[config.mk]
export PLATFORM = sky130hd
export DESIGN_NAME = fft_stage_sequencer
export DESIGN_NICKNAME = d
export VERILOG_FILES = /design/src/rtl/fft_stage_sequencer.sv
export SDC_FILE = /design/constraint.sdc
export NUM_CORES = 1
export LEC_CHECK = 0
export ABC_AREA = 1
export CAP_MARGIN = 40
export CORE_MARGIN = 10
export CORE_UTILIZATION = 49
export CTS_BUF_LIST = sky130_fd_sc_hd__clkbuf_16
export DETAILED_ROUTE_END_ITERATION = 12
export GPL_TIMING_DRIVEN = 0
export PLACE_DENSITY = 0.7
export RECOVER_POWER = 50
export SLEW_MARGIN = 5
export SYNTH_ARGS = -nofsm -noshare
export SYNTH_HDL_FRONTEND = slang
export SYNTH_SLANG_ARGS = --single-unit
[constraint.sdc]
create_clock -name clk -period 5.61 [get_ports clk]
set_input_delay 0.8415 -clock clk [delete_from_list [all_inputs] [get_ports clk]]
set_output_delay 0.8415 -clock clk [all_outputs]
set_load 0.05 [all_outputs]
[src/rtl/fft_stage_sequencer.sv]
// Radix-2 FFT stage sequencer: walks butterflies stage by stage, issues
// operand/twiddle addresses to the butterfly core, counts completions and
// flips the ping-pong bank between stages.
module fft_stage_sequencer #(
   parameter int FFT_N = 10,
   localparam int SW = (FFT_N < 2) ? 1 : $clog2(FFT_N)
) (
   input  logic               clk,
   input  logic               reset,
   input  logic               start,
   input  logic               hold,
   input  logic               bt_oact,
   output logic               iact,
   output logic [1:0]         ictrl,
   output logic [FFT_N-2:0]   bfly_idx,
   output logic [FFT_N-1:0]   rd_addr_a,
   output logic [FFT_N-1:0]   rd_addr_b,
   output logic [FFT_N-2:0]   twiddle_addr,
   output logic [SW-1:0]      stage,
   output logic               bank,
   output logic               busy,
   output logic               done,
   output logic               err
);

   localparam int JW = FFT_N - 1;
   localparam int CW = FFT_N;
   localparam logic [JW-1:0]    J_LAST = '1;
   localparam logic [JW-1:0]    J_ONE  = JW'(1);
   localparam logic [SW-1:0]    S_LAST = SW'(FFT_N - 1);
   localparam logic [SW-1:0]    S_ONE  = SW'(1);
   localparam logic [CW-1:0]    C_ONE  = CW'(1);
   localparam logic [CW-1:0]    C_HALF = C_ONE << (FFT_N - 1);
   localparam logic [FFT_N-1:0] A_ONE  = FFT_N'(1);

   typedef enum logic [1:0] {IDLE, ISSUE, DRAIN, DONE} state_t;

   state_t           state_q, state_d;
   logic [JW-1:0]    j_q, j_d;
   logic [SW-1:0]    s_q, s_d;
   logic             bank_q, bank_d;
   logic [CW-1:0]    cnt_q, cnt_d;
   logic             err_q, err_d;
   logic             iact_q, iact_d;
   logic [1:0]       ictrl_q, ictrl_d;
   logic [JW-1:0]    idx_q, idx_d;
   logic [FFT_N-1:0] addr_a_q, addr_a_d;
   logic [FFT_N-1:0] addr_b_q, addr_b_d;
   logic [JW-1:0]    tw_q, tw_d;

   logic             cnt_full, cnt_reach, stage_last;
   logic [CW-1:0]    cnt_sat;
   logic [JW-1:0]    mask_j, pos, hi;
   logic [FFT_N-1:0] h, addr_a_n;
   logic [SW-1:0]    tw_sh;

   // Completion count including this cycle's pulse, saturating at N/2.
   assign cnt_full   = (cnt_q == C_HALF);
   assign cnt_sat    = (bt_oact && !cnt_full) ? cnt_q + C_ONE : cnt_q;
   assign cnt_reach  = (cnt_sat == C_HALF);
   assign stage_last = (s_q == S_LAST);

   // Operand A inserts a zero bit at position s of j; mask_j wraps to all-ones
   // on the final stage because J_ONE << s overflows to zero.
   assign mask_j   = (J_ONE << s_q) - J_ONE;
   assign pos      = j_q & mask_j;
   assign hi       = j_q & ~mask_j;
   assign addr_a_n = {hi, 1'b0} | {1'b0, pos};
   assign h        = A_ONE << s_q;
   assign tw_sh    = S_LAST - s_q;

   // State and datapath registers with synchronous active-low reset.
   always_ff @(posedge clk) begin
      if (!reset) begin
         state_q  <= IDLE;
         j_q      <= '0;
         s_q      <= '0;
         bank_q   <= 1'b0;
         cnt_q    <= '0;
         err_q    <= 1'b0;
         iact_q   <= 1'b0;
         ictrl_q  <= '0;
         idx_q    <= '0;
         addr_a_q <= '0;
         addr_b_q <= '0;
         tw_q     <= '0;
      end else begin
         state_q  <= state_d;
         j_q      <= j_d;
         s_q      <= s_d;
         bank_q   <= bank_d;
         cnt_q    <= cnt_d;
         err_q    <= err_d;
         iact_q   <= iact_d;
         ictrl_q  <= ictrl_d;
         idx_q    <= idx_d;
         addr_a_q <= addr_a_d;
         addr_b_q <= addr_b_d;
         tw_q     <= tw_d;
      end
   end

   // Next-state selection for the issue/drain sequencing.
   always_comb begin
      state_d = state_q;
      case (state_q)
         IDLE:    if (start) state_d = ISSUE;
         ISSUE:   if (!hold && (j_q == J_LAST)) state_d = DRAIN;
         DRAIN:   if (cnt_reach) state_d = stage_last ? DONE : ISSUE;
         DONE:    state_d = IDLE;
         default: state_d = IDLE;
      endcase
   end

   // Per-state outputs, butterfly issue, completion counting and error capture.
   always_comb begin
      j_d      = j_q;
      s_d      = s_q;
      bank_d   = bank_q;
      cnt_d    = cnt_q;
      err_d    = err_q;
      iact_d   = 1'b0;
      ictrl_d  = ictrl_q;
      idx_d    = idx_q;
      addr_a_d = addr_a_q;
      addr_b_d = addr_b_q;
      tw_d     = tw_q;
      busy     = 1'b0;
      done     = 1'b0;
      case (state_q)
         IDLE: begin
            if (bt_oact) err_d = 1'b1;
            if (start) begin
               j_d    = '0;
               s_d    = '0;
               bank_d = 1'b0;
               cnt_d  = '0;
            end
         end
         ISSUE: begin
            busy  = 1'b1;
            cnt_d = cnt_sat;
            if (bt_oact && cnt_full) err_d = 1'b1;
            if (!hold) begin
               iact_d   = 1'b1;
               ictrl_d  = {stage_last, (j_q == '0)};
               idx_d    = j_q;
               addr_a_d = addr_a_n;
               addr_b_d = addr_a_n + h;
               tw_d     = pos << tw_sh;
               j_d      = j_q + J_ONE;
            end
         end
         DRAIN: begin
            busy  = 1'b1;
            cnt_d = cnt_sat;
            if (bt_oact && cnt_full) err_d = 1'b1;
            if (cnt_reach && !stage_last) begin
               s_d    = s_q + S_ONE;
               bank_d = ~bank_q;
               cnt_d  = '0;
            end
         end
         DONE: begin
            done = 1'b1;
            if (bt_oact) err_d = 1'b1;
         end
         default: ;
      endcase
   end

   assign iact         = iact_q;
   assign ictrl        = ictrl_q;
   assign bfly_idx     = idx_q;
   assign rd_addr_a    = addr_a_q;
   assign rd_addr_b    = addr_b_q;
   assign twiddle_addr = tw_q;
   assign stage        = s_q;
   assign bank         = bank_q;
   assign err          = err_q;

endmodule

Word-level counts from Yosys, hierarchy flattened
Cells that the tools add are included.

cells by class
  add/subtract/negate cells = 6
  eq/ne operators = 14
  multiplexer cells = 24
  bitwise logic cells = 6
  shift-type cells = 3
  reduce and logical (&&, ||, !) cells = 21

operator list
  operator                                                            number
  10-bit two-way mux                                                  3
  10-bit case mux with 3 select lines                                 1
  10-bit == test, second input constant                               2
  9-bit bitwise AND                                                   2
  9-bit two-way mux                                                   2
  9-bit case mux with 2 select lines                                  1
  10-bit by 1-bit adder with 10-bit output, second input constant     1
  10-bit adder                                                        1
  2-bit inequality test, second input constant                        5
  10-bit by 9-bit OR with 10-bit output                               1
  1-bit by 4-bit left shift with 10-bit output, first input constant  1
  9-bit by 1-bit adder with 9-bit output, second input constant       1
  9-bit == test, second input constant                                1
  9-bit zero test                                                     1
  9-bit inverter                                                      1
  3-bit AND reduction                                                 3
  1-bit by 4-bit left shift with 9-bit output, first input constant   1
  9-bit by 4-bit left shift with 9-bit output                         1
  9-bit by 1-bit subtractor with 9-bit output, second input constant  1
  2-bit two-way mux                                                   4
  4-bit two-way mux                                                   2
  2-bit case mux with 4 select lines                                  1
  4-bit case mux with 2 select lines                                  1
  2-bit AND reduction                                                 4
  other kinds (15)                                                    32

word-level totals
  bits of input ports = 5
  logic and storage cells = 86
  output and inout bits = 49
  bits in registers = 68

Longest topological paths before layout
Gate-level depths: netlist (run 1).

  depth in word-level cells = 8
  gate-level depth with buffers = 21
  gate-level depth less buffers = 19

Worst setup path before layout (run 1)
Ideal clock, no wire load.

  path kind = flip-flop to flip-flop
  from = register s_q[0], in the netlist stage[0]
  to = register addr_b_q[8], in the netlist rd_addr_b[8]
  library setup time = 132 ps
  path slack = 2310 ps
  arrival time = 3168 ps
  cell stages (with the launch flop) = 19
  required time = 5478 ps
  clock period less this slack = 3300 ps
  path buffers = 2
  path through = dfxtp_1 buf_2 inv_1 clkbuf_1 ha_1 nand3_2 nand2_2 nor2_1 nand2_1 nand2_1 nand2_1 nand2_1 o21ai_0 ha_1 a21oi_1 nor2_1 a211oi_1 a21o_1 a31oi_1

on the way
  word-level cells in the longest chain between the ends = 6
  elaborated cells on any way between the ends = 8
  those cells by class = 2 x add/sub; 2 x shift; 4 x bitwise

ends and longest elaborated chain
  element                                        line  source
  start: declaration                             40    logic [SW-1:0] s_q, s_d;
  start signal: assignment                       77    s_q <= '0;
  start signal: assignment                       90    s_q <= s_d;
  1-bit by 4-bit left shift with 9-bit output *  65    assign mask_j = (J_ONE << s_q) - J_ONE;
  9-bit by 1-bit subtractor with 9-bit output *  65
  9-bit inverter                                 67    assign hi = j_q & ~mask_j;
  9-bit bitwise AND                              67
  10-bit by 9-bit OR with 10-bit output *        68    assign addr_a_n = {hi, 1'b0} | {1'b0, pos};
  via addr_a_n[5]                                54    logic [FFT_N-1:0] h, addr_a_n;
  10-bit adder *                                 149   addr_b_d = addr_a_n + h;
  end signal: assignment                         98    addr_b_q <= addr_b_d;
  end: declaration                               48    logic [FFT_N-1:0] addr_b_q, addr_b_d;

The timed path passes the listed nets; every way through them passes the cells marked *.
A chain may end at the register's enable or synchronous reset.

Worst setup path in the final report (run 1)
Same ends and word-level chain as after synthesis.

==> results of run 1 <==
-- placed cells by master (no fill, tap or decap), drive strengths merged, types with 2 or more instances in the layout --
cell,n
nor3,15
dlygate4sd3,40
a21oi,50
dfxtp,68
a31oi,2
clkbuf,24
nand4,17
nand3,48
clkinvlp,2
o211ai,2
a211oi,6
clkdlybuf4s50,13
xor2,6
clkinv,8
nand2,191
nor4,2
o21ai,45
nor2,83
buf,9
ha,26
inv,87
nand3b,2
-- power breakdown --
part | internal, mW | switching [mW]
combinational | 0.395 | 1.00
clock | 0.341 | 0.217
sequential | 0.572 | 0.0673
-- worst max path at each step --
stage / startpoint / to / slack [ns] / cells after the start
after global routing: stage[0] / rd_addr_b[9] / 1.63 / 18
after global placement: stage[0] / rd_addr_b[8] / 2.00 / 16
after CTS: stage[0] / rd_addr_b[8] / 2.00 / 16
after detailed placement: stage[0] / rd_addr_b[8] / 2.03 / 16
final: stage[0] / rd_addr_b[8] / 1.95 / 16
after floorplan: stage[0] / rd_addr_b[8] / 2.31 / 18
-- critical path, delay by kind of cell, from the launching register on --
family                     cells  cell delay [ns]
DFF                            1             0.35
buffers and inverters          3             0.70
and+or+nand+nor                6             0.65
AOI/OAI and AO/OA              5             1.14
adders and majority gates      2             0.67
-- flip-flops by register name, indices dropped and copies added, names as in the netlist --
register,cells
cnt_q,10
rd_addr_a,10
iact,1
twiddle_addr,9
ictrl,2
state_q,2
rd_addr_b,10
bank,1
err,1
bfly_idx,9
stage,4
j_q,9
-- cell type report --
cell class,instances,area (µm²),share of cell area (%)
well taps,108,135.1,2.497
multi-input cells,507,2624,48.47
clock inverters,7,67.56,1.248
clock buffers,9,225.2,4.161
plain buffers,24,125.1,2.312
flip-flops and latches,68,1361,25.15
repair buffers,53,530.5,9.801
inverters,91,344.1,6.357
-- cell families (layout without fill, tap and decap cells) --
| logic type | count (synthesis) | in the layout | share of synthesized area, % |
|---|---|---|---|
| and+or+nand+nor | 360 | 360 | 36.26 |
| buffers and inverters | 115 | 184 | 10.51 |
| AOI/OAI and AO/OA | 112 | 112 | 13.56 |
| DFF | 68 | 68 | 30.48 |
| adders and majority gates | 27 | 27 | 7.733 |
| xor gates and xnor gates | 7 | 7 | 1.373 |
| other | 1 | 1 | 0.08398 |
-- layer usage --
| metal | up-vias | part of all wire (%) | global-route usage [%] |
|---|---|---|---|
| met3 | 26 | 6.1 | 5.323 |
| met2 | 110 | 45 | 31.08 |
| met5 | - | 0 | 0 |
| li1 | 2356 | - | - |
| met1 | 2072 | 46 | 25.68 |
| met4 | 0 | 2.0 | 6.081 |
==> impl_metrics.json, run 1 <==
{
  "outcome": "finished, final reports clean",
  "drt_iter0_drc": 310,
  "synth_top_area_share_pct": 30.48,
  "cpMaxStageDelayCell": "o21ai_0",
  "cts_setup_buffers": 0,
  "clock_skew_ns": 0.007179,
  "synth_fp_nets": 722,
  "maxCapViolCount": 0,
  "cpPeakStageDelay_ns": 0.45,
  "io_pins": 54,
  "area_growth_pct": 21.21,
  "end_kind": "flop",
  "async_flop_share_pct": 0,
  "rsz0062_at_grt": "false",
  "antenna_cells": 0,
  "path_cells": "buf_2, inv_1, clkbuf_1, ha_1, nand3_2, nand2_2, nor2_1, nand2_1, nand2_1, o21ai_0, ha_1, a21oi_1, nor2_1, a211oi_1, a21o_1, a31oi_1",
  "cts.clk_slew.worst_paths_ns": 0.06,
  "design_area_mm2": 0.005413,
  "numCtsBuffers": 9,
  "drv_slew": 0,
  "max-vdd-ir-drop_mv": 0.2557,
  "hold_class": "flop to flop",
  "ant_nets": 0,
  "ys_seq_area_share_pct": 30.48,
  "die-area_mm2": 0.01333,
  "yosys_register_bits": 68,
  "gr-total-overflow": 0,
  "required_ns": 5.81,
  "h-tree-depth": 3,
  "max_slew_margin_pct": 57.93,
  "syn-instance-count": 690,
  "avgRoutedWirePerCell_um": 14.75,
  "synth_common_cells": "nand2_1 (185), inv_1 (79), nor2_1 (73)",
  "clockRootBuffer": "clkbuf_16",
  "antenna_found_initial": 0,
  "finalCritPeriodShare_pct": 65.19,
  "synth_area_leader_cell": "dfxtp_1",
  "vias": 4564,
  "critPathMaxFanout": 11,
  "via_per_inst": 5.264,
  "cts_resized": 0,
  "ff2ff_path_depth": 16,
  "placedCellCount": 851,
  "critPathKind": "flop to flop",
  "power-per-cell-area_mw_per_mm2": 479.3,
  "timing.hold.ws_ns": 0.4599,
  "r2r_end": "rd_addr_b[8]",
  "fp-row-count": 34,
  "grt_pass1_vias": 4311,
  "fin_util_pct": 61.47,
  "grt_max_degree": 13,
  "worstHoldPathCells": 2,
  "max_clock_freq_ghz": 0.2735,
  "port_buffers": 53,
  "p_leak_nw": 2.584,
  "design_power_total_mw": 2.594,
  "period_needed_ns": 3.657,
  "drive_gt1_share_pct": 7.115,
  "cts_tree": "built",
  "r2r_start": "stage[0]",
  "synth_top_flop_cell": "dfxtp_1",
  "hold_end": "twiddle_addr[2]",
  "drc": 0,
  "hold_start": "twiddle_addr[2]",
  "arrival_ns": 3.86,
  "ys_warn_count": 0,
  "track_usage_pct": 19.70,
  "clock_sinks": 68,
  "r2r_setup_slack_ns": 1.95,
  "instances_no_fill": 867,
  "start_util_pct": 50.71,
  "worst_pin_slew_ns": 0.6245,
  "wirelength_um": 12780,
  "gp_congestion": 0.9313,
  "dp_hpwl_um": 10050,
  "synthDistinctLibCells": 45,
  "setup-violations-final": 0,
  "pre_cts_ws_ns": 2.026,
  "clk_path_buf_depth": 2,
  "dr.pass1.iters": 5,
  "placed_area_mm2": 0.005131,
  "hold_violations": 0,
  "synth_area_mm2": 0.004466,
  "die_w_um": 115.5,
  "grt_pass1_wl_um": 21280,
  "syn_avg_cell_area_um2": 6.472,
  "tns_ns": 0,
  "clock_latency_ns": 0.33,
  "core_mm2": 0.008806,
  "synth.area.top_cells": "dfxtp_1 (30%), nand2_1 (16%), ha_1 (7.3%), inv_1 (6.6%), nor2_1 (6.1%)",
  "synth_edf_count": 0,
  "critPathLaunchType": "flop",
  "fillers": 861,
  "finalNetCount": 786,
  "postCtsHoldBufs": 0,
  "synth_most_common_cell": "nand2_1",
  "die_y_um": 115.5,
  "fin_ws_ns": 1.953
}
Note: power is estimated with default switching activity, not from simulation.
==> run 2: changes to the inputs <==
- PLACE_DENSITY: 0.7 -> 0.72
- clock period: 5.61 -> 3.2 ns (I/O delays scaled with it)
==> impl_metrics.json, run 2 (synthesized netlist as in run 1, its figures left out) <==
{
  "outcome": "finished, final reports clean",
  "die-area_mm2": 0.01333,
  "drc": 0,
  "end_kind": "flop",
  "drive_gt1_share_pct": 10.67,
  "placed_area_mm2": 0.005134,
  "hold_violations": 0,
  "dr.pass1.iters": 7,
  "gr-total-overflow": 0,
  "grt_pass1_wl_um": 21450,
  "cts.clk_slew.worst_paths_ns": 0.06,
  "max_slew_margin_pct": 59.96,
  "clock_sinks": 68,
  "start_util_pct": 50.71,
  "maxCapViolCount": 0,
  "fp-row-count": 34,
  "clock_latency_ns": 0.34,
  "drt_iter0_drc": 263,
  "drv_slew": 0,
  "clockRootBuffer": "clkbuf_16",
  "max_clock_freq_ghz": 0.3340,
  "clock_skew_ns": 0.01170,
  "layout_commonest_cell": "nand2_1",
  "antenna_found_initial": 0,
  "r2r_start": "stage[0]",
  "avgRoutedWirePerCell_um": 15.24,
  "layout_common_cells": "nand2_1 (183), inv_1 (79), nor2_1 (72), dfxtp_1 (65), a21oi_1 (46)",
  "grt_pass1_vias": 4339,
  "clk_path_buf_depth": 2,
  "finalCritPeriodShare_pct": 93.58,
  "area_growth_pct": 24.32,
  "power-per-cell-area_mw_per_mm2": 849.0,
  "hold_class": "flop to flop",
  "rsz0062_at_grt": "true",
  "worst_pin_slew_ns": 0.6006,
  "finalNetCount": 787,
  "p_leak_nw": 2.630,
  "fin_util_pct": 63.04,
  "tns_ns": 0,
  "port_buffers": 53,
  "core_mm2": 0.008806,
  "die_y_um": 115.5,
  "die_w_um": 115.5,
  "antenna_cells": 0,
  "design_area_mm2": 0.005552,
  "io_pins": 54,
  "numCtsBuffers": 9,
  "grt_max_degree": 14,
  "fin_ws_ns": 0.2056,
  "arrival_ns": 3.23,
  "wirelength_um": 13220,
  "startpoint": "stage[0]",
  "critPathLaunchType": "flop",
  "critPathKind": "flop to flop",
  "hold_start": "twiddle_addr[6]",
  "cts_tree": "built",
  "pre_cts_ws_ns": -0.4559,
  "via_per_inst": 5.354,
  "critPathMaxFanout": 9,
  "track_usage_pct": 19.86,
  "gp_congestion": 0.9446,
  "h-tree-depth": 3,
  "dp_hpwl_um": 9984,
  "setup-violations-final": 0,
  "required_ns": 3.43,
  "max-vdd-ir-drop_mv": 0.4973,
  "period_needed_ns": 2.994,
  "vias": 4642,
  "ant_nets": 0
}
==> run 2: power breakdown <==
group | internal (mW) | total [mW] | switching [mW]
combinational | 0.735 | 2.54 | 1.81
sequential | 1.01 | 1.13 | 0.121
clock | 0.672 | 1.04 | 0.371
total | 2.41 | 4.71 | 2.30
==> run 2: what timing repair did <==
| action | 4_1_cts | 5_1_grt |
|---|---|---|
| endpoints found under the setup margin | 8 | 5 |
| gates cloned | 0 | 0 |
| hold buffers | 0 | 0 |
| resized for setup | 5 | 22 |
| pin swaps | 0 | 1 |
| buffers inserted | 1 | 1 |
==> run 2: path summary, 6_finish.rpt <==
check                                        to  slack [ns]  depth (start not counted)
worst max-delay path               rd_addr_b[9]        0.21                         17
worst min-delay path            twiddle_addr[6]        0.46                          2
worst max register to register     rd_addr_b[9]        0.21                         17
worst min register to register  twiddle_addr[6]        0.46                          2
==> run 2: critical path, stage by stage (launching register included) <==
cell and delay (ns):
dfxtp_2 0.37, clkbuf_4 0.22, clkinvlp_4 0.12, ha_1 0.26, nand3_4 0.15, nand2_2 0.10
nor2_2 0.14, nand2_1 0.08, nand2_1 0.06, nand2_1 0.11, o21ai_2 0.20, ha_2 0.35
a21oi_2 0.18, nor2_1 0.08, a211oi_2 0.19, a21oi_1 0.11, nor2_1 0.12, nor2_1 0.05
==> run 2: per-stage QoR <==
step | std cells | total power [mW] | hold slack [ns]
finish | 867 | 4.713 | 0.4609
global route | 867 | 5.038 | 0.4874
CTS | 866 | 4.672 | 0.4721
detailed placement | 851 | 3.591 | 0.4608
global placement | 851 | 3.560 | 0.4543
floorplan | 690 | 2.896 | 0.4921
==> run 2: area by class of cell <==
class                      instances  area (µm²)
clock buffer                       9       225.2
inverter                          91       349.1
buffer                            23       123.9
clock inverter                     6       81.33
tap                              108       135.1
multi-input combinational        507        2726
timing repair buffer              55       545.5
fill                             854        3254
sequential                        68        1365
==> run 2: per-layer routing <==
metal	wire length (µm)	vias to the layer above	track usage (%)	share of wire (%)
li1	-	2357	-	-
met1	5998	2130	25.10	45
met2	5995	137	32.53	45
met3	964	18	5.323	7.3
met4	257	0	5.659	1.9
met5	0	-	0	0
==> patch 1 (flow settings as in run 1) <==
Compare `cnt_q` against `C_HALF` with >= in place of ==.
--- a/src/rtl/fft_stage_sequencer.sv
+++ b/src/rtl/fft_stage_sequencer.sv
@@ -55,7 +55,7 @@
    logic [SW-1:0]    tw_sh;
 
    // Completion count including this cycle's pulse, saturating at N/2.
-   assign cnt_full   = (cnt_q == C_HALF);
+   assign cnt_full   = (cnt_q >= C_HALF);
    assign cnt_sat    = (bt_oact && !cnt_full) ? cnt_q + C_ONE : cnt_q;
    assign cnt_reach  = (cnt_sat == C_HALF);
    assign stage_last = (s_q == S_LAST);
Check against the original RTL: no difference found for any inputs over 10 cycles, from zero or initial values and one cycle with reset low; that may be too few to reach the edited logic, so the function may still have changed.
==> patch 1 against run 1 <==
Largest cell class unchanged; clock skew grew 0.0012 ns; power fell by 6.5%; critical endpoint is now rd_addr_b[6]; wire length decreased by 5.0%; area after synthesis down 5.0%; largest power group unchanged; clock power up 1%; cell area shrank 4.1%; sequential cell count unchanged; highest routed layer unchanged; setup slack got worse by 0.20 ns.
==> patch 1: results (changes against run 1) <==
* Crit Path Max Fanout at 12 (+1)
* Critical-path top delay cell: fa_1
* Relative max-transition margin at 52.8% (-5.2 points)
* CP max stage delay at 0.47 ns (+0.02 ns)
* Xor/xnor share of the synthesized area at 2.07% (+0.69 points)
* Setup WS pre-CTS at 1.79 ns (-0.240 ns)
* Synth cell types at 37 (-18%)
* Dpl cells at 802 (-5.8%)
* First-pass GRT wire length at 19,500 um (-8.6%)
* Vias at 4,325 (-5.2%)
* Metal2 WL at 5700 um (-2.0%)
* Crit path max-delay family: adder cells
* Routed wire per std cell at 14.8 um (+0.68%)
* Total track usage at 18.3% (-1.4 points)
* DP Wirelength at 9580 um (-4.6%)
* Setup Fix Bufs, Post-CTS at 0 (unchanged)
* Wl on met1 at 5590 um (-5.8%)
* M2 GR Usage at 30.7% (-0.40 points)
* Routability cong. at 0.890 (-4.4%)
* Routed met3 length at 584 um (-26%)
* Fin area at 5190 um^2 (-4.1%)
* CP Buf/Inv Count at 6 (+3)
* Fill count at 796 (-7.5%)
* Starting DRT DRC Count at 234 (-25%)
* Vias in the first global route at 3,959 (-8.2%)
* Via/cell ratio at 5.29 (+0.44%)
* Switching Share at 47.5% (-2.0 points)
* Synth Area per Inst at 6.58 um^2 (+1.7%)
* Area after DPL at 4900 um^2 (-4.5%)
* Layout cells sized above 1 at 5.89% (-1.2 points)
* GR met1 Demand/Resource at 22.8% (-2.9 points)
* Share of synthesized cell area in full adder, half adder and majority cells at 8.44% (+0.71 points)
* GR Util met3 at 4.12% (-1.2 points)
* LEAKAGE at 2.46 nW (-4.9%)
* Commonest cells post-synth: nand2_1, inv_1, dfxtp_1, nor2_1, a21oi_1
* Crit path DAT at 4.08 ns (+0.22 ns)
* Status: finished clean
==> patch 1: final cells by class <==
type	instances	share of cell area [%]
timing repair buffer	53	10.2
clock buffer	9	4.34
clock inverter	7	1.28
sequential	68	26.2
inverter	84	6.08
multi-input combinational	471	47.5
buffer	21	1.78
tap	105	2.53
==> patch 1: path summary, 6_finish.rpt <==
kind / startpoint / end / slack (ns) / cells past startpoint
setup / recovery: stage[1] / rd_addr_b[6] / 1.75 / 18
hold / removal: twiddle_addr[0] / twiddle_addr[0] / 0.46 / 2
setup reg to reg: stage[1] / rd_addr_b[6] / 1.75 / 18
hold reg to reg: twiddle_addr[0] / twiddle_addr[0] / 0.46 / 2
==> patch 1: power by group through the flow <==
stage	clock network, mW	logic, mW	registers, mW
6_report	0.567	1.22	0.635
5_1_grt	0.588	1.35	0.647
4_1_cts	0.571	1.25	0.638
3_5_place_dp	0	1.24	0.648
3_3_place_gp	0	1.23	0.645
2_1_floorplan	0	0.666	0.874
==> patch 2 (settings of run 1) <==
Without the edit above. The parameter `FFT_N` goes from 10 to 9.
--- a/src/rtl/fft_stage_sequencer.sv
+++ b/src/rtl/fft_stage_sequencer.sv
@@ -2,7 +2,7 @@
 // operand/twiddle addresses to the butterfly core, counts completions and
 // flips the ping-pong bank between stages.
 module fft_stage_sequencer #(
-   parameter int FFT_N = 10,
+   parameter int FFT_N = 9,
    localparam int SW = (FFT_N < 2) ? 1 : $clog2(FFT_N)
 ) (
    input  logic               clk,
Interface: changed (resized bfly_idx, rd_addr_a, rd_addr_b and twiddle_addr); port bits go from 54 to 50. No check against the original RTL was run, so the function may have changed too.
==> patch 2 against run 1 <==
Via count fell by 14%; cell area fell by 11%; setup slack got worse by 0.24 ns; synthesized cell count fell by 17%; area after synthesis fell by 12%; power fell by 2.1%; core utilization rose by 0.49 points; sequential cell count fell by 6; critical path depth rose by 2; wire length fell by 13%; clock skew fell by 0.00067 ns; largest power group unchanged; highest routed layer unchanged.
==> patch 2: results (changes against run 1) <==
* Final hold viol count at 0 (unchanged)
* Area after DPL at 4540 um^2 (-12%)
* Critical-path top delay cell: dfxtp_1
* GR met1 Demand/Resource at 23.5% (-2.2 points)
* IO buf count at 49 (-7.5%)
* Share of synthesized cell area in full adder, half adder and majority cells at 8.49% (+0.76 points)
* Slew @ Worst Pin at 0.783 ns (+0.158 ns)
* Crit path DAT at 4.12 ns (+0.26 ns)
* Synth cell types at 45 (unchanged)
* Fin cells at 741 (-15%)
* First-pass GRT wire length at 18,000 um (-15%)
* Sequential fraction of the synthesis area at 31.7% (+1.2 points)
* Layout cells sized above 1 at 8.14% (+1.0 points)
* Total track usage at 18.9% (-0.81 points)
* DP Wirelength at 8570 um (-15%)
* GR Util met3 at 3.69% (-1.6 points)
* Post-Route WL at 11,100 um (-13%)
* LEAKAGE at 2.25 nW (-13%)
* M2 GR Usage at 31.2% (+0.092 points)
* Commonest cells post-synth: nand2_1, nor2_1, dfxtp_1, inv_1, a21oi_1
* Xor/xnor share of the synthesized area at 3.35% (+2.0 points)
* Peak supply drop at 226 uV (-12%)
* Synth Area per Inst at 6.83 um^2 (+5.5%)
* Crit path max-delay family: adder cells
* Vias in the first global route at 3,673 (-15%)
* Post-synthesis compound-gate area fraction at 15.2% (+1.6 points)
* Starting DRT DRC Count at 226 (-27%)
* Routability cong. at 0.907 (-2.6%)
* Nets at 665 (-15%)
* Diodes inserted at 0 (unchanged)
* Synth top area cells: dfxtp_1, nand2_1, ha_1
* CP max stage delay at 0.49 ns (+0.04 ns)
* Predominant post-synthesis flop cell: dfxtp_1
* Fill count at 735 (-15%)
* Status: finished clean
* Vias at 3,938 (-14%)
* Clock skew at 0.00651 ns (-0.000669 ns)
* Dpl cells at 725 (-15%)
* Syn_nets at 605 (-16%)
## patch 2: changes by cell type after synthesis, moves of 5 or more
cell     change
dfxtp_1      -6
inv_1       -20
nand2_1     -54
nand4_1      -9
nand3_2      -5
nor3_1       -7
nor2_1       -9
## patch 2: report_power, final
part | internal (mW) | switching [mW]
clock network | 0.344 | 0.209
registers | 0.522 | 0.0691
logic | 0.420 | 0.976
## patch 2: cell type report
class | count | area share [%]
multi-input combinational | 424 | 47.7
sequential | 62 | 25.8
timing repair buffer | 49 | 10.2
inverter | 70 | 5.49
clock buffer | 9 | 4.68
tap | 102 | 2.65
buffer | 18 | 1.95
clock inverter | 7 | 1.53
## patch 2: per-layer routing
metal	routed length [um]	vias up
li1	-	1984
met1	4950	1817
met2	5250	118
met3	712	19
met4	238	0
met5	0	-
## patch 2: final timing paths
path	cells after the start	end	startpoint	slack, ns
worst max-delay path	18	rd_addr_b[8]	stage[0]	1.71
worst max register to register	18	rd_addr_b[8]	stage[0]	1.71
worst min-delay path	2	twiddle_addr[3]	twiddle_addr[3]	0.46
worst min register to register	2	twiddle_addr[3]	twiddle_addr[3]	0.46
## patch 2: cells by family after synthesis
kind of cell / count (synthesis)
adders and majority gates: 26
and+or+nand+nor: 276
AOI/OAI and AO/OA: 106
buffers and inverters: 88
DFF: 62
xor gates and xnor gates: 15
other: 1
## patch 2: stage by stage
stage	setup WS [ns]	hold slack (ns)	util, %
2_1_floorplan	2.04	0.472	-
3_3_place_gp	1.91	0.456	58.4
3_5_place_dp	1.84	0.458	58.4
4_1_cts	1.81	0.469	62.3
5_1_grt	1.44	0.488	62.0
6_report	1.71	0.462	62.0
